===== src/rtl/fetch_sequencer.sv =====
// Instruction-fetch sequencer for the multicycle CPU.
// Owns the PC, addresses IMem, captures the returned word into the IR and
// hands it to the datapath. Once the datapath acknowledges, the next PC is
// chosen: sequential, jump, or a conditional branch on the register operands.
//
// Handshake: ir_valid=1 means ir holds an instruction the datapath has not yet
// completed. ir and pc stay frozen while ir_valid=1. The instruction is
// consumed on the rising edge where ir_valid=1 and ir_ack=1. ir_ack is ignored
// whenever ir_valid=0.
module fetch_sequencer #(
    parameter logic [31:0] RESET_PC    = 32'd0,
    parameter int unsigned FETCH_WAIT  = 0,
    parameter bit          BR_RELATIVE = 1'b0
) (
    input  logic        clk,
    input  logic        rst_n,
    output logic [31:0] imem_addr,
    input  logic [31:0] imem_data,
    output logic [31:0] ir,
    output logic        ir_valid,
    input  logic        ir_ack,
    output logic [4:0]  ra_sel,
    output logic [4:0]  rb_sel,
    input  logic [31:0] ra_val,
    input  logic [31:0] rb_val,
    input  logic        halt,
    output logic        halted,
    output logic [31:0] retired,
    output logic [1:0]  state_dbg
);

    typedef enum logic [1:0] {
        S_FETCH = 2'd0,
        S_ISSUE = 2'd1,
        S_HALT  = 2'd2
    } state_t;

    localparam logic [5:0] OP_J   = 6'b000001;
    localparam logic [5:0] OP_BEQ = 6'b100000;
    localparam logic [5:0] OP_BNE = 6'b100001;
    localparam logic [5:0] OP_BLT = 6'b100010;
    localparam logic [5:0] OP_BLE = 6'b100011;

    // Last value of the fetch wait counter; the IR is captured on that cycle.
    localparam logic [3:0] WAIT_LAST = FETCH_WAIT[3:0];

    state_t      state;
    logic [31:0] pc;
    logic [3:0]  wait_cnt;

    logic [5:0]  opcode;
    logic [15:0] imm;
    logic [31:0] br_target;
    logic        br_taken;
    logic [31:0] next_pc;

    assign imem_addr = pc;
    assign ra_sel    = ir[25:21];
    assign rb_sel    = ir[20:16];
    assign state_dbg = state;

    assign opcode = ir[31:26];
    assign imm    = ir[15:0];

    // Branch target: absolute zero-extended word address, or PC-relative to
    // the following instruction with a sign-extended offset.
    always_comb begin
        br_target = {16'b0, imm};
        if (BR_RELATIVE) begin
            br_target = pc + 32'd1 + {{16{imm[15]}}, imm};
        end
    end

    // Resolve the PC that follows the instruction currently held in the IR.
    always_comb begin
        br_taken = 1'b0;
        next_pc  = pc + 32'd1;
        case (opcode)
            OP_J:    next_pc  = {6'b0, ir[25:0]};
            OP_BEQ:  br_taken = (ra_val == rb_val);
            OP_BNE:  br_taken = (ra_val != rb_val);
            OP_BLT:  br_taken = ($signed(ra_val) <  $signed(rb_val));
            OP_BLE:  br_taken = ($signed(ra_val) <= $signed(rb_val));
            default: br_taken = 1'b0;
        endcase
        if (br_taken) begin
            next_pc = br_target;
        end
    end

    // Fetch / issue / halt sequencing with all outputs registered.
    always_ff @(posedge clk or negedge rst_n) begin
        if (!rst_n) begin
            state    <= S_FETCH;
            pc       <= RESET_PC;
            ir       <= 32'd0;
            ir_valid <= 1'b0;
            halted   <= 1'b0;
            retired  <= 32'd0;
            wait_cnt <= 4'd0;
        end else begin
            case (state)
                S_FETCH: begin
                    if (wait_cnt == WAIT_LAST) begin
                        ir       <= imem_data;
                        ir_valid <= 1'b1;
                        wait_cnt <= 4'd0;
                        state    <= S_ISSUE;
                    end else begin
                        wait_cnt <= wait_cnt + 4'd1;
                    end
                end
                S_ISSUE: begin
                    if (ir_ack) begin
                        pc       <= next_pc;
                        ir_valid <= 1'b0;
                        retired  <= retired + 32'd1;
                        if (halt) begin
                            halted <= 1'b1;
                            state  <= S_HALT;
                        end else begin
                            state  <= S_FETCH;
                        end
                    end
                end
                S_HALT: begin
                    if (!halt) begin
                        halted <= 1'b0;
                        state  <= S_FETCH;
                    end
                end
                default: begin
                    state <= S_FETCH;
                end
            endcase
        end
    end

endmodule


===== config.mk =====
export PLATFORM = sky130hd
export DESIGN_NAME = fetch_sequencer
export DESIGN_NICKNAME = d
export VERILOG_FILES = /design/src/rtl/fetch_sequencer.sv
export SDC_FILE = /design/constraint.sdc
export NUM_CORES = 1
export LEC_CHECK = 0
export BUFFER_PORTS_ARGS = -buffer_cell sky130_fd_sc_hd__buf_2
export CAP_MARGIN = 30
export CORE_ASPECT_RATIO = 0.6
export CORE_MARGIN = 5
export CORE_UTILIZATION = 35
export DETAILED_ROUTE_END_ITERATION = 10
export PLACE_DENSITY = 0.65
export SLEW_MARGIN = 15
export SYNTH_ARGS = -nofsm -noshare
export SYNTH_HDL_FRONTEND = slang
export SYNTH_SLANG_ARGS = --single-unit

===== constraint.sdc =====
create_clock -name clk -period 2.4 [get_ports clk]
set_input_delay 0.24 -clock clk [delete_from_list [all_inputs] [get_ports clk]]
set_output_delay 0.24 -clock clk [all_outputs]
set_load 0.1 [all_outputs]

# --- Yosys cells after proc, flatten, opt, wreduce, memory -nomap -nowiden ---
# Index checks and enable logic that the tools add are counted.
totals:
  ff_bits: 104
  in_bits: 100
  elab_cells: 50
op_classes:
  order_cmp: 2
  eq_ne: 13
  addsub: 3
  mux: 16
  n_reduce_logical: 9
ops:
  columns: ["op", "count"]
  rows:
  - ["32-bit by 1-bit adder with 32-bit output, second input constant", 2]
  - ["32-bit two-way mux", 2]
  - ["32-bit equality test", 1]
  - ["32-bit <= comparator", 1]
  - ["32-bit less-than comparator", 1]
  - ["32-bit != test", 1]
  - ["6-bit equality test, second input constant", 4]
  - ["2-bit two-way mux", 4]
  - ["2-bit != test, second input constant", 4]
  - ["6-bit by 1-bit equality test with 1-bit output, second input constant", 1]
  - ["2-bit one-hot mux with 3 select lines", 1]
  - ["3-bit AND reduction", 2]
  - ["1-bit two-way mux", 5]
  - ["4-bit by 1-bit adder with 4-bit output, second input constant", 1]
  - ["4-bit logical NOT", 1]
  - ["4-bit two-way mux", 1]
  - ["1-bit one-hot mux with 2 select lines", 2]
  - ["1-bit one-hot mux with 4 select lines", 1]
  - ["2-bit AND reduction", 2]
  - ["4-bit AND reduction", 1]
  - ["2-bit nonzero test", 2]
  - ["2-bit by 1-bit equality test with 1-bit output, second input constant", 1]
  - ["2-bit equality test, second input constant", 1]
  - ["2-bit logical NOT", 1]

# --- Depth between registers and ports, before layout ---
depth:
  word_depth: 3
  ltp_mapped: 12

# --- Least setup slack after synthesis ---
# Ideal clock, no wire load.
synth_timing:
  path_type: "reg-to-reg"
  from: "reg pc[2], in the netlist imem_addr[2]"
  to: "reg pc[27], in the netlist imem_addr[27]"
  t_arrival_ps: 2874
  t_required_ps: 2332
  path_stages_with_launch: 9
  path_slack_ps: -543
  period_less_slack_ps: 2943
  path_cell_list: "dfrtp_1 nand3_2 or3_1 buf_6 nor4_4 nand3_2 or4_1 a211o_1 nand2_1"
synth_via:
  elab_chain_len: 3
synth_lines:
  columns: ["item", "line_no", "text"]
  rows:
  - ["start, declared", "48", "logic [31:0] pc;"]
  - ["start signal, assigned", "115", "pc <= next_pc;"]
  - ["32-bit by 1-bit adder with 32-bit output", "77", "next_pc = pc + 32'd1;"]
  - ["32-bit two-way mux", "78", "case (opcode)"]
  - ["32-bit two-way mux", "86", "if (br_taken) begin"]
# No other way between the ends.
# A chain may end at the register's enable or synchronous reset.

# --- Final worst setup path ---
layout_timing:
  from: "in ra_val[13]"
  to: "reg pc[6], in the netlist imem_addr[6]"
layout_via:
  elab_chain_len: 3
  elab_cells_between_ends: 6
layout_lines:
  columns: ["item", "line_no", "text"]
  rows:
  - ["start, declared", "24", "input logic [31:0] ra_val,"]
  - ["32-bit <= comparator (tied with other cells)", "83", "OP_BLE: br_taken = ($signed(ra_val) <= $signed(rb_val));"]
  - ["1-bit one-hot mux with 4 select lines (*)", "78", null]
  - ["32-bit two-way mux (*)", "86", null]
# Every way passes the cells marked *; elsewhere a longest branch is shown, timed or not.

==> results.yml <==
outcome:
  status: "complete, no violations"
worst_setup_path:
  cp_data_required_time_ps: 2630
  cp-start-kind: "input port"
  crit_type: "in2reg"
  end_kind: "register"
  cp_data_arrival_time_ps: 2580
  crit_fanout: 5
clock_tree:
  clkSinkCount: 104
  htree_levels: 3
  root_buffer: "clkbuf_16"
  clkTransAtPathRegs_ps: 80
  tritoncts: "built"
  cts_buffers: 9
  clock_latency_ps: 340
  cts_buffer_depth: 2
synth:
  synth_ff_type: "dfrtp_1"
  synth.avg_cell_area_um2: 9.48
  yosysWarnings: 0
  syn_area_um2: 5970
  ys_types: 57
  synth_cells: 629
  syn-num-nets: 765
  ys_seq_elements: 104
  synth-async-reset-ratio: 1.00
  synth-edff-count: 0
  ys_seq_area_frac: 0.436
hold_path:
  min_path_type: "in2reg"
detailed_routing:
  ant_nets: 0
  drtIter0Drc: 371
  drt-wirelength-per-cell_um: 16.1
  via_per_inst: 4.95
  drc_errors: 0
  routed_wl_um: 17500
  vias: 5408
  drt-pass1-iter-count: 5
grt:
  grt.busiest_layer: "met1"
  antenna_found_initial: 0
  grt_use_met2: 0.252
  grt_use_total: 0.174
  gr-usage-met3: 0.0344
  met1_usage: 0.272
  grt_pass1_wl_um: 27700
  grt.overflow.total: 0
  grt_max_degree: 53
  grt_pass1_vias: 5071
power_and_ir_drop:
  finalPower_mw: 9.70
  power_density_nw_per_um2: 1230
  ir_worst_vdd_v: 0.000597
  p_leak_nw: 3.84
sta:
  slew_viol_final: 0
  post-route-period-util: 0.980
  period_minus_slack_ps: 2350
  setup_tns_ps: 0
  clock.fmax_ghz: 0.425
  relSlewSlack: 0.523
  final_hold_viol_count: 0
  fin_worst_skew_ps: 12.0
  setup_viol: 0
  tightestPinTransition_ps: 716
floorplan:
  die_x_um: 179
  coreArea_um2: 16900
  initial_utilization: 0.352
  die_area_um2: 19800
  rows: 37
  die_h_um: 111
  ioPinCount: 210
placement:
  place_congestion: 0.864
  postPlaceCellArea_um2: 7500
  port_buffers: 209
  dp_hpwl_um: 13800
finish:
  synthToLayoutAreaGrowth_pct: 31.8
  post-route-cell-area_um2: 7870
  fin_nets: 990
  drive_gt1_frac: 0.396
  fillers: 1685
  final_core_util: 0.464
  n_antenna_cell: 0
run:
  drv_cap: 0
path summary, 6_finish.rpt:
path | from | endpoint | slack [ps] | cells past startpoint
min in group asynchronous | rst_n | ir[2] | 490 | 2
worst min register to register | retired[31] | retired[31] | 470 | 1
worst max-delay path | ra_val[13] | imem_addr[6] | 50 | 12
max in group asynchronous | rst_n | wait_cnt[3] | 1200 | 3
worst min-delay path | imem_data[22] | ir[22] | 120 | 2
worst max register to register | imem_addr[2] | imem_addr[13] | 160 | 7
repair_timing:
action | in CTS | in global routing
setup buffers | 0 | 0
setup endpoints to repair | 0 | 32
resized for setup | 0 | 5
hold endpoints to repair | 50 | 0
hold buffers | 1 | 0
routing by layer:
layer  wire length, um  part of all wire
met1              9000              0.51
met2              7530              0.43
met3               870             0.050
met4               145            0.0083
met5                 0                 0
stage by stage:
step	hold WS (ps)	instances	setup WS (ps)
2_1_floorplan	-55.6	629	-61.6
3_3_place_gp	339	1076	-343
3_5_place_dp	342	1076	-322
4_1_cts	108	1093	42.7
5_1_grt	103	1093	-14.0
6_report	120	1093	47.0
cells by family after synthesis:
group | after synthesis | synth area share
xor gates and xnor gates | 36 | 0.0529
buffers and inverters | 80 | 0.0587
muxes | 33 | 0.0621
DFF | 104 | 0.436
and+or+nand+nor | 235 | 0.198
adders and majority gates | 36 | 0.0755
AOI/OAI and AO/OA | 105 | 0.117
synthesized netlist by cell type (3+ instances only):
cell type / number / area share
a211o_1: 4 / 0.0059
a21oi_1: 26 / 0.022
a31oi_1: 11 / 0.012
and2_1: 10 / 0.010
and3_1: 7 / 0.0073
and4_1: 7 / 0.010
buf_1: 6 / 0.0038
buf_2: 4 / 0.0034
buf_4: 10 / 0.013
clkbuf_1: 10 / 0.0063
dfrtp_1: 104 / 0.44
ha_1: 36 / 0.076
inv_1: 49 / 0.031
mux2_2: 32 / 0.060
nand2_1: 87 / 0.055
nand3_1: 27 / 0.023
nand4_1: 21 / 0.022
nor2_1: 31 / 0.020
nor2b_1: 4 / 0.0042
nor3_1: 21 / 0.018
o211ai_1: 22 / 0.028
o21ai_0: 13 / 0.011
o22ai_1: 7 / 0.0073
o31ai_1: 3 / 0.0038
or4_1: 3 / 0.0038
xnor2_1: 25 / 0.037
xor2_1: 11 / 0.016
state kept, by name (all words and copies together), names as in the netlist:
signal	cells
ir	32
retired	32
state_dbg	2
ir_valid	1
wait_cnt	4
halted	1
imem_addr	32
critical path, stage by stage:
cell and delay, ps:
buf_2 110, ha_1 300, nand4_1 190, nor4_1 400
buf_4 190, a31oi_1 100, a21bo_2 210, and4b_1 190
and2_1 170, nor2_2 50, buf_4 170, o221a_2 280
final cells by class:
class	instances	area, um^2	share of cell area
clock buffers	9	225	0.0286
clock inverters	7	105	0.0134
inverters	49	184	0.0234
multi-input cells	445	3040	0.386
flip-flops and latches	104	2660	0.339
well taps	234	293	0.0372
repair buffers	245	1360	0.173
report_power, final:
| group | switching, mW | internal [mW] | total [mW] |
|---|---|---|---|
| sequential | 0.507 | 2.21 | 2.71 |
| combinational | 4.30 | 1.08 | 5.37 |
| clock | 0.688 | 0.928 | 1.62 |
| total | 5.49 | 4.21 | 9.70 |
cells in the final DEF, fill, tap and decap left out, types with 3 or more instances in the layout:
master	count
a31oi_1	11
nor3_1	21
and3_1	7
inv_1	49
xor2_1	11
a21oi_1	26
buf_2	208
and4_1	7
dfrtp_4	7
and2_1	10
dfrtp_2	28
buf_12	3
o22ai_1	7
ha_1	36
a211o_1	4
clkinv_4	3
dfrtp_1	69
mux2_2	32
nand4_1	21
o31ai_1	3
nor2_1	30
buf_4	33
o21ai_0	13
or4_1	3
clkbuf_16	9
o211ai_1	22
nor2b_1	4
nand2_1	86
xnor2_1	25
nand3_1	27
Note: power is estimated with default switching activity, not from simulation.
